File: src/rtl/fadd_pipe.sv
// rtl/fadd_pipe.sv - pipelined floating-point adder/subtractor with valid/ready handshake
module fadd_pipe #(
  parameter int EXP_W = 8,
  parameter int MAN_W = 23
) (
  input  logic                   clk,
  input  logic                   rstn,
  input  logic                   in_valid,
  output logic                   in_ready,
  input  logic [EXP_W+MAN_W:0]   x1,
  input  logic [EXP_W+MAN_W:0]   x2,
  input  logic                   sub,
  output logic                   out_valid,
  input  logic                   out_ready,
  output logic [EXP_W+MAN_W:0]   y,
  output logic                   ovf,
  output logic                   unf,
  output logic                   nv
);

  localparam int W  = 1 + EXP_W + MAN_W;
  // significand with hidden bit plus guard, round and sticky positions
  localparam int SW = MAN_W + 4;
  // signed exponent with headroom for carry-out and left normalisation
  localparam int EW = EXP_W + 2;

  localparam logic [W-1:0]          QNAN    = {1'b0, {EXP_W{1'b1}}, 1'b1, {(MAN_W-1){1'b0}}};
  localparam logic signed [EW-1:0]  EXP_TOP = {2'b00, {EXP_W{1'b1}}};
  localparam logic signed [EW-1:0]  EXP_ONE = {{(EW-1){1'b0}}, 1'b1};
  localparam logic signed [EW-1:0]  EXP_NIL = '0;

  // Whole pipeline moves together; nothing moves while a result waits for the consumer.
  logic advance;
  assign advance  = !out_valid || out_ready;
  assign in_ready = advance;

  // ---------------------------------------------------------------------------
  // Stage 1 register: accepted operands
  // ---------------------------------------------------------------------------
  logic         s1_valid;
  logic [W-1:0] s1_x1;
  logic [W-1:0] s1_x2;
  logic         s1_sub;

  // Capture operands on an accepting edge, or a bubble when in_valid is low
  always_ff @(posedge clk or negedge rstn) begin
    if (!rstn) begin
      s1_valid <= 1'b0;
      s1_x1    <= '0;
      s1_x2    <= '0;
      s1_sub   <= 1'b0;
    end else if (advance) begin
      s1_valid <= in_valid;
      s1_x1    <= x1;
      s1_x2    <= x2;
      s1_sub   <= sub;
    end
  end

  // ---------------------------------------------------------------------------
  // Stage 1 logic: unpack, classify, swap, align
  // ---------------------------------------------------------------------------
  logic             a_sgn, b_sgn;
  logic [EXP_W-1:0] a_exp, b_exp;
  logic [MAN_W-1:0] a_frc, b_frc;
  logic             a_zero, b_zero, a_inf, b_inf, a_nan, b_nan, a_snan, b_snan;
  logic [MAN_W:0]   a_sig, b_sig, big_sig, sml_sig;
  logic [EXP_W-1:0] sml_exp, exp_diff;
  logic [SW-1:0]    sml_ext, sml_aln;
  logic             a_ge_b, lost;
  logic             c1_special, c1_nv, c1_sgn, c1_eff_sub;
  logic [W-1:0]     c1_spec_y;
  logic [EXP_W-1:0] c1_exp;
  logic [SW-1:0]    c1_big;

  // Decode operands, pick special results, order by magnitude and align the smaller one
  always_comb begin
    a_sgn  = s1_x1[W-1];
    a_exp  = s1_x1[W-2:MAN_W];
    a_frc  = s1_x1[MAN_W-1:0];
    b_sgn  = s1_x2[W-1] ^ s1_sub;
    b_exp  = s1_x2[W-2:MAN_W];
    b_frc  = s1_x2[MAN_W-1:0];

    a_zero = (a_exp == '0);
    b_zero = (b_exp == '0);
    a_inf  = (a_exp == '1) && (a_frc == '0);
    b_inf  = (b_exp == '1) && (b_frc == '0);
    a_nan  = (a_exp == '1) && (a_frc != '0);
    b_nan  = (b_exp == '1) && (b_frc != '0);
    a_snan = a_nan && !a_frc[MAN_W-1];
    b_snan = b_nan && !b_frc[MAN_W-1];

    // denormals carry no significand: they behave exactly like signed zero
    a_sig  = a_zero ? '0 : {1'b1, a_frc};
    b_sig  = b_zero ? '0 : {1'b1, b_frc};

    c1_special = 1'b0;
    c1_nv      = 1'b0;
    c1_spec_y  = '0;
    if (a_nan || b_nan) begin
      c1_special = 1'b1;
      c1_spec_y  = QNAN;
      c1_nv      = a_snan || b_snan;
    end else if (a_inf && b_inf && (a_sgn != b_sgn)) begin
      c1_special = 1'b1;
      c1_spec_y  = QNAN;
      c1_nv      = 1'b1;
    end else if (a_inf) begin
      c1_special = 1'b1;
      c1_spec_y  = {a_sgn, {EXP_W{1'b1}}, {MAN_W{1'b0}}};
    end else if (b_inf) begin
      c1_special = 1'b1;
      c1_spec_y  = {b_sgn, {EXP_W{1'b1}}, {MAN_W{1'b0}}};
    end else if (a_zero && b_zero) begin
      // only (-0)+(-0) keeps the negative sign
      c1_special = 1'b1;
      c1_spec_y  = {a_sgn & b_sgn, {(W-1){1'b0}}};
    end

    a_ge_b     = {a_exp, a_sig} >= {b_exp, b_sig};
    c1_sgn     = a_ge_b ? a_sgn : b_sgn;
    c1_exp     = a_ge_b ? a_exp : b_exp;
    big_sig    = a_ge_b ? a_sig : b_sig;
    sml_sig    = a_ge_b ? b_sig : a_sig;
    sml_exp    = a_ge_b ? b_exp : a_exp;
    c1_eff_sub = a_sgn ^ b_sgn;
    c1_big     = {big_sig, 3'b000};

    exp_diff = c1_exp - sml_exp;
    sml_ext  = {sml_sig, 3'b000};
    lost     = 1'b0;
    if (int'(exp_diff) >= SW) begin
      sml_aln = {{(SW-1){1'b0}}, |sml_sig};
    end else begin
      sml_aln = sml_ext >> exp_diff;
      for (int i = 0; i < SW; i++) begin
        if (i < int'(exp_diff)) lost = lost | sml_ext[i];
      end
      sml_aln[0] = sml_aln[0] | lost;
    end
  end

  // ---------------------------------------------------------------------------
  // Stage 2 register: ordered, aligned significands
  // ---------------------------------------------------------------------------
  logic             s2_valid, s2_special, s2_nv, s2_sgn, s2_eff_sub;
  logic [W-1:0]     s2_spec_y;
  logic [EXP_W-1:0] s2_exp;
  logic [SW-1:0]    s2_big, s2_sml;

  // Hand aligned operands to the adder stage
  always_ff @(posedge clk or negedge rstn) begin
    if (!rstn) begin
      s2_valid   <= 1'b0;
      s2_special <= 1'b0;
      s2_nv      <= 1'b0;
      s2_sgn     <= 1'b0;
      s2_eff_sub <= 1'b0;
      s2_spec_y  <= '0;
      s2_exp     <= '0;
      s2_big     <= '0;
      s2_sml     <= '0;
    end else if (advance) begin
      s2_valid   <= s1_valid;
      s2_special <= c1_special;
      s2_nv      <= c1_nv;
      s2_sgn     <= c1_sgn;
      s2_eff_sub <= c1_eff_sub;
      s2_spec_y  <= c1_spec_y;
      s2_exp     <= c1_exp;
      s2_big     <= c1_big;
      s2_sml     <= sml_aln;
    end
  end

  // ---------------------------------------------------------------------------
  // Stage 2 logic: add/subtract, leading-zero count, normalise
  // ---------------------------------------------------------------------------
  logic [SW:0]          sum;
  logic [EW-1:0]        lz;
  logic                 found;
  logic signed [EW-1:0] exp_s;
  logic signed [EW-1:0] c2_exp;
  logic [SW-1:0]        c2_sig;
  logic                 c2_zero;

  // Magnitude ordering guarantees the difference is never negative
  always_comb begin
    sum     = s2_eff_sub ? ({1'b0, s2_big} - {1'b0, s2_sml})
                         : ({1'b0, s2_big} + {1'b0, s2_sml});
    exp_s   = $signed({2'b00, s2_exp});
    lz      = '0;
    found   = 1'b0;
    for (int i = SW - 1; i >= 0; i--) begin
      if (!found) begin
        if (sum[i]) found = 1'b1;
        else        lz    = lz + 1'b1;
      end
    end

    c2_zero = 1'b0;
    c2_sig  = '0;
    c2_exp  = '0;
    if (sum == '0) begin
      c2_zero = 1'b1;
    end else if (sum[SW]) begin
      // carry-out: shift right one, folding the dropped bit into sticky
      c2_sig = sum[SW:1] | {{(SW-1){1'b0}}, sum[0]};
      c2_exp = exp_s + EXP_ONE;
    end else begin
      c2_sig = sum[SW-1:0] << lz;
      c2_exp = exp_s - $signed(lz);
    end
  end

  // ---------------------------------------------------------------------------
  // Stage 3 register: normalised significand awaiting rounding
  // ---------------------------------------------------------------------------
  logic                 s3_valid, s3_special, s3_nv, s3_sgn, s3_zero;
  logic [W-1:0]         s3_spec_y;
  logic signed [EW-1:0] s3_exp;
  logic [SW-1:0]        s3_sig;

  // Hand normalised result to the rounding stage
  always_ff @(posedge clk or negedge rstn) begin
    if (!rstn) begin
      s3_valid   <= 1'b0;
      s3_special <= 1'b0;
      s3_nv      <= 1'b0;
      s3_sgn     <= 1'b0;
      s3_zero    <= 1'b0;
      s3_spec_y  <= '0;
      s3_exp     <= '0;
      s3_sig     <= '0;
    end else if (advance) begin
      s3_valid   <= s2_valid;
      s3_special <= s2_special;
      s3_nv      <= s2_nv;
      s3_sgn     <= s2_sgn;
      s3_zero    <= c2_zero;
      s3_spec_y  <= s2_spec_y;
      s3_exp     <= c2_exp;
      s3_sig     <= c2_sig;
    end
  end

  // ---------------------------------------------------------------------------
  // Stage 3 logic: round to nearest even, range check, pack
  // ---------------------------------------------------------------------------
  logic [MAN_W:0]       keep;
  logic                 g_bit, st_bit, inc;
  logic [MAN_W+1:0]     rnd;
  logic signed [EW-1:0] rexp;
  logic [MAN_W-1:0]     rfrc;
  logic [W-1:0]         c3_y;
  logic                 c3_ovf, c3_unf;

  // Round, then decide between special, zero, overflow, underflow or normal packing
  always_comb begin
    keep   = s3_sig[SW-1:3];
    g_bit  = s3_sig[2];
    st_bit = |s3_sig[1:0];
    inc    = g_bit && (st_bit || keep[0]);
    rnd    = {1'b0, keep} + {{(MAN_W+1){1'b0}}, inc};
    if (rnd[MAN_W+1]) begin
      rexp = s3_exp + EXP_ONE;
      rfrc = rnd[MAN_W:1];
    end else begin
      rexp = s3_exp;
      rfrc = rnd[MAN_W-1:0];
    end

    c3_ovf = 1'b0;
    c3_unf = 1'b0;
    c3_y   = {s3_sgn, rexp[EXP_W-1:0], rfrc};
    if (s3_special) begin
      c3_y = s3_spec_y;
    end else if (s3_zero) begin
      c3_y = '0;
    end else if (rexp >= EXP_TOP) begin
      c3_y   = {s3_sgn, {EXP_W{1'b1}}, {MAN_W{1'b0}}};
      c3_ovf = 1'b1;
    end else if (rexp <= EXP_NIL) begin
      c3_y   = {s3_sgn, {(W-1){1'b0}}};
      c3_unf = 1'b1;
    end
  end

  // Output register; flags and data forced to zero alongside a bubble
  always_ff @(posedge clk or negedge rstn) begin
    if (!rstn) begin
      out_valid <= 1'b0;
      y         <= '0;
      ovf       <= 1'b0;
      unf       <= 1'b0;
      nv        <= 1'b0;
    end else if (advance) begin
      out_valid <= s3_valid;
      y         <= s3_valid ? c3_y : '0;
      ovf       <= s3_valid && c3_ovf;
      unf       <= s3_valid && c3_unf;
      nv        <= s3_valid && s3_nv && s3_special;
    end
  end

endmodule

File: config.mk
export PLATFORM = sky130hd
export DESIGN_NAME = fadd_pipe
export DESIGN_NICKNAME = d
export VERILOG_FILES = /design/src/rtl/fadd_pipe.sv
export SDC_FILE = /design/constraint.sdc
export NUM_CORES = 1
export LEC_CHECK = 0
export ABC_AREA = 0
export CORE_ASPECT_RATIO = 1.4
export CORE_MARGIN = 2
export CORE_UTILIZATION = 45
export CTS_CLUSTER_DIAMETER = 40
export DETAILED_ROUTE_END_ITERATION = 6
export PLACE_DENSITY = 0.61
export SLEW_MARGIN = 20
export SYNTH_ARGS = -nofsm -noshare
export SYNTH_HDL_FRONTEND = slang
export SYNTH_SLANG_ARGS = --single-unit
File: constraint.sdc
create_clock -name clk -period 19.62 [get_ports clk]
set_input_delay 3.924 -clock clk [delete_from_list [all_inputs] [get_ports clk]]
set_output_delay 3.924 -clock clk [all_outputs]
set_load 0.05 [all_outputs]
==> results of run 1 <==
## state kept, by name (all words and copies together), names as in the netlist, 3 cells and up
signal / count
s1_x1: 32
s1_x2: 32
y: 32
s2_sml: 27
s3_sig: 27
s2_big: 24
s3_exp: 10
s2_exp: 8
s2_spec_y: 3
s3_spec_y: 3
## final cells by class
class                           count  area, µm²
Clock buffer                       36      824.5
Clock inverter                     20      281.5
Fill cell                        5028      24650
Inverter                          126      475.5
Multi-Input combinational cell   2633      16480
Sequential cell                   214       5355
Tap cell                          643      804.5
Timing Repair Buffer              144       1369
## cell usage in the layout, fill, tap and decap left out, types with 11 or more instances in the layout
cell type / count
a2111oi_0: 11
a211oi_1: 44
a21o_1: 48
a21oi_1: 196
a221oi_1: 12
a31oi_1: 42
and2_1: 42
and3_1: 41
buf_4: 38
clkbuf_16: 31
clkdlybuf4s50_1: 104
dfrtp_1: 214
ha_1: 119
inv_1: 118
mux2_2: 13
mux2i_1: 48
mux4_2: 15
nand2_1: 578
nand2b_1: 29
nand3_1: 91
nand4_1: 44
nor2_1: 290
nor2b_1: 23
nor3_1: 80
nor4_1: 52
o211a_1: 12
o211ai_1: 42
o21a_1: 23
o21ai_0: 266
o221ai_1: 16
o22ai_1: 14
o31ai_1: 21
or2_2: 17
or3_1: 27
or4_1: 12
xnor2_1: 80
xor2_1: 35
## cells by family after synthesis
kind of cell | after synthesis
XOR/XNOR | 139
buffers and inverters | 305
AO/OA/AOI/OAI | 903
flip-flops | 214
AND/OR/NAND/NOR | 1388
multiplexers | 76
adder cells (fa/ha/maj) | 127
## through the flow
step | instances | hold slack [ns]
finish | 3816 | 0.4597
global route | 3816 | 0.4948
CTS | 3814 | 0.4637
detailed placement | 3758 | 0.4499
global placement | 3758 | 0.4539
floorplan | 3152 | 0.4304
## worst max path at each step
stage | end | slack, ns | cells after the start
5_1_grt | s3_exp[8] | 0.01 | 86
3_5_place_dp | s3_exp[8] | 1.23 | 84
3_3_place_gp | s3_exp[7] | 1.71 | 84
6_report | s3_exp[8] | 1.47 | 86
4_1_cts | s3_exp[8] | 1.16 | 84
2_1_floorplan | s3_exp[8] | 3.04 | 89
## repair_timing
item	in CTS	in global routing
setup buffers	0	1
hold endpoints to repair	0	0
setup endpoints to repair	0	33
gates resized for setup	0	3
## critical path: cells and delay by family, from the launching register on
kind                     cells  cell delay, ns
AO/OA/AOI/OAI               25            4.54
buffers and inverters        6            0.83
multiplexers                 3            0.53
AND/OR/NAND/NOR             30            5.01
XOR/XNOR                     3            0.40
adder cells (fa/ha/maj)     19            6.32
flip-flops                   1            0.41
## per-layer routing
layer,vias to the layer above,wire length (µm),GRT usage,part of all wire
li1,11410,-,-,-
met2,863,42010,0.5651,0.49
met4,2,6883,0.2276,0.081
met5,-,13,0,0.00015
met3,260,3864,0.03156,0.045
met1,11370,32480,0.3594,0.38
==> impl_results.md, run 1 <==
* Status: completed
* Antenna Violating Nets Remaining at 0
* Final setup vio count at 0
* Worst-Skew Late Latency at 0.59 ns
* Pre-CTS setup slack at 1.234 ns
* Largest family of logic cells by synthesized area: simple AND/OR/NAND/NOR gates
* Most frequent cell after synthesis: nand2_1
* R2r startpoint: s2_big[22]
* R2R depth at 86
* Final instance area at 25590 µm²
* Largest net degree at the start of global routing at 89
* Synth Area in Adders at 0.06923
* First-pass GRT wire length at 134100 µm
* Synth cell types at 111
* Initial Util at 0.4568
* Drt first-iter violations at 1754
* R2R setup slack at 1.47 ns
* Max-Cap Viols at 0
* 1st-pass router iterations at 7
* Synth Area in Compound Gates at 0.2558
* Asr flop ratio synth at 1.000
* Max Fclk at 0.05511 GHz
* Hold Fails Final Rpt at 0
* Final Core Density at 0.5093
* Slowest stage delay, CP at 0.70 ns
* Antenna violations before repair at 1
* Clock slew at reported path FFs at 0.06 ns
* Number of enable flip-flop cells after synthesis at 0
* Tmin final at 18.15 ns
* Cell Area, Placed at 24440 µm²
* Number of global-route vias before repair at 23780
* WP data required at 20.08 ns
* Worst slew pin tran at 1.080 ns
* Post-synth top area share at 0.2333
* Top post-synthesis cells by area: dfrtp_1, nand2_1, ha_1, o21ai_0, nor2_1
* Critical Path AT at 18.60 ns
* XOR/XNOR Fraction of Synth Area at 0.06280
* Mux cell area share after synthesis at 0.04203
* Area leader, netlist: dfrtp_1
* Critical path endpoint category: register
* Synth Cell Area at 22950 µm²
* Crit-path max FO at 30
* Predominant post-synthesis flop cell: dfrtp_1
* Post-Syn Instances at 3152
* Residual DRC at 0
* Setup CP Type: register to register
* Worst hold path class: register to register
* Die Wd at 194.9 µm
* Hold Path End: s3_spec_y[30]
* CTS Sinks at 214
* Root Buffer: clkbuf_16
* H-tree levels at 1
* Core ar. at 50250 µm²
* Post-Synth Simple-Gate Area at 0.2848
* Register area share after synthesis at 0.2333
* Cts bufs inserted at 31
* Nets@finish at 3340
* Die ar. at 52850 µm²
* Hold path cells at 2
* Layout cell share with drive strength beyond 1 at 0.06839
* Vias per inst at 6.264
* IO Port Bufs at 105
* GPL Wtd Cong at 1.009
* DR WL/cell at 22.34 µm
* Register bit count reported by yosys at 214
* Syn avg cell area at 7.282 µm²
* Gr usage total at 0.3191
* Routed vias at 23900
* Critical Path Start: s2_big[22]
* Layout area overhead at 11.50%
* CP most frequent cell: ha_1
* Final Skew at 0.02926 ns
* CTS tree: yes
* Setup tns final at 0 ns
* Overall routed net length at 85240 µm
* Row Count at 97
* Synth Warn # at 0
* Clock tree buffer depth at 3
* Slowest cell on the critical path: or4_1
* Top Ports at 106
* Top cells by count, synth: nand2_1, nor2_1, o21ai_0
* Synthesized net count at 3342
* Chip height at 271.2 µm
* Worst setup SP type: register
* Min setup slack post-route at 1.473 ns
* Max Slew Vio Count at 0
* RSZ-0062 raised after global routing: no
* Detailed Place HPWL at 67020 µm
* Reg-to-reg endpoint: s3_exp[8]
* Final worst path period share at 0.9249
* Hold buffer count at cts at 0
* Rel. slew slack at 0.2726
* Hold Path Origin: s3_spec_y[30]
* GRT overflow at 0
* N_diodes at 0
Power of run 1 is not shown: default switching activity piles up to over one toggle a cycle in this logic, so the estimate is an artifact.
==> run 2, diff against run 1 <==
Settings changed: CORE_UTILIZATION 45 to 57, PLACE_DENSITY 0.61 to 0.78.
Clock period 19.62 ns to 15.21 ns, I/O delays scaled along.
==> impl_results.md, run 2 (same netlist as run 1, synthesis figures left out) <==
* Status: finished, violations left
* Failing checks: design-rule violations
* Critical Path AT at 15.58 ns
* Detailed Place HPWL at 66160 µm
* H-tree levels at 1
* Worst Hold Slack at 0.4778 ns
* Worst hold path class: register to register
* Number of global-route vias before repair at 25150
* Root Buffer: clkbuf_16
* Max Fclk at 0.06594 GHz
* Crit-path max FO at 7
* Largest net degree at the start of global routing at 209
* Slowest cell on the critical path: a211oi_1
* Largest regs: s1_x1 (32), s1_x2 (32), y (32)
* Tmin final at 15.16 ns
* Final setup vio count at 0
* Worst setup SP type: register
* Worst-Skew Late Latency at 0.54 ns
* CTS Sinks at 214
* GRT overflow at 0
* Clock slew at reported path FFs at 0.07 ns
* Max-Cap Viols at 0
* Antenna Violating Nets Remaining at 0
* CP most frequent cell: ha_1
* Rel. slew slack at 0.06573
* N_diodes at 0
* 1st-pass router iterations at 7
* Critical path endpoint category: register
* Nets@finish at 3602
* Routed vias at 26110
* Hold Fails Final Rpt at 0
* Hold buffer count at cts at 0
* Cts bufs inserted at 22
* Gr usage total at 0.4047
* Row Count at 87
* Commonest non-fill, non-tap cell in the layout: nand2_1
* IO Port Bufs at 105
* Most frequent cells in the layout: nand2_1, buf_4, nor2_1, o21ai_0, dfrtp_1
* Core ar. at 40060 µm²
* Die ar. at 41910 µm²
* Top Ports at 106
* GPL Wtd Cong at 1.139
* Final Skew at 0.01886 ns
* Clock tree buffer depth at 3
* DR WL/cell at 22.37 µm
* Slowest stage delay, CP at 0.63 ns
* RSZ-0062 raised after global routing: yes
* Overall routed net length at 88560 µm
* Residual DRC at 2
* Die Wd at 173.6 µm
* CTS tree: yes
* Antenna violations before repair at 1
* Initial Util at 0.5730
* WP data required at 15.62 ns
* Final worst path period share at 0.9970
* Vias per inst at 6.596
* Layout area overhead at 22.69%
* Setup CP Type: register to register
* Drt first-iter violations at 2361
* Max Slew Vio Count at 0
* Chip height at 241.4 µm
* Worst slew pin tran at 1.391 ns
* First-pass GRT wire length at 134700 µm
* Filler cell count at 3368
* Layout cell share with drive strength beyond 1 at 0.1749
## run 2: critical path: cells and delay by family (launching register included)
family | cells | cell delay [ns]
AOI/OAI and AO/OA | 29 | 4.93
and+or+nand+nor | 27 | 3.19
muxes | 4 | 0.75
xor gates and xnor gates | 1 | 0.15
buffers and inverters | 5 | 0.23
DFF | 1 | 0.40
adders and majority gates | 19 | 5.39
## run 2: worst paths after layout
path                            startpoint         to  slack, ns  cells after the start
min in group asynchronous             rstn      y[21]       2.47                      1
worst max register to register   s2_big[5]  s3_exp[7]       0.05                     85
worst min register to register       y[19]      y[19]       0.48                      2
worst max-delay path             s2_big[5]  s3_exp[7]       0.05                     85
max in group asynchronous             rstn   s1_x2[7]      11.35                      2
worst min-delay path                 y[19]      y[19]       0.48                      2
## run 2: timing repair
item,CTS,global route
buffers inserted,33,28
cloned,0,1
endpoints found under the setup margin,11,36
pin swaps,38,109
resized for setup,25,170
## run 2: cell type report
| type | instances | area [µm²] | area share |
|---|---|---|---|
| repair buffers | 415 | 3511 | 0.1247 |
| multi-input cells | 2633 | 17390 | 0.6174 |
| clock inverters | 9 | 145.1 | 0.005154 |
| well taps | 534 | 668.1 | 0.02373 |
| inverters | 126 | 481.7 | 0.01711 |
| clock buffers | 28 | 613.1 | 0.02177 |
| flip-flops and latches | 214 | 5355 | 0.1902 |
## run 2: metal layers
layer / wire (µm) / GRT usage / share of wire
met1: 31070 / 0.4339 / 0.35
met2: 43260 / 0.7176 / 0.49
met3: 5712 / 0.05367 / 0.065
met4: 8497 / 0.3313 / 0.096
met5: 13 / 0 / 0.00015
## run 2: per-stage QoR
stage | TNS (ns) | instances | instance area [µm²] | setup slack [ns] | utilization
after floorplan | 0 | 3152 | 23180 | 0.05872 | -
after global placement | 0 | 3862 | 26110 | 0.3248 | 0.6517
after detailed placement | -0.5148 | 3862 | 26110 | -0.2189 | 0.6517
after CTS | 0 | 3931 | 27210 | 0.02533 | 0.6793
after global routing | -17.16 | 3959 | 28160 | -0.7383 | 0.7030
final | 0 | 3959 | 28160 | 0.04504 | 0.7030
Power of run 2 is left out for the same reason.
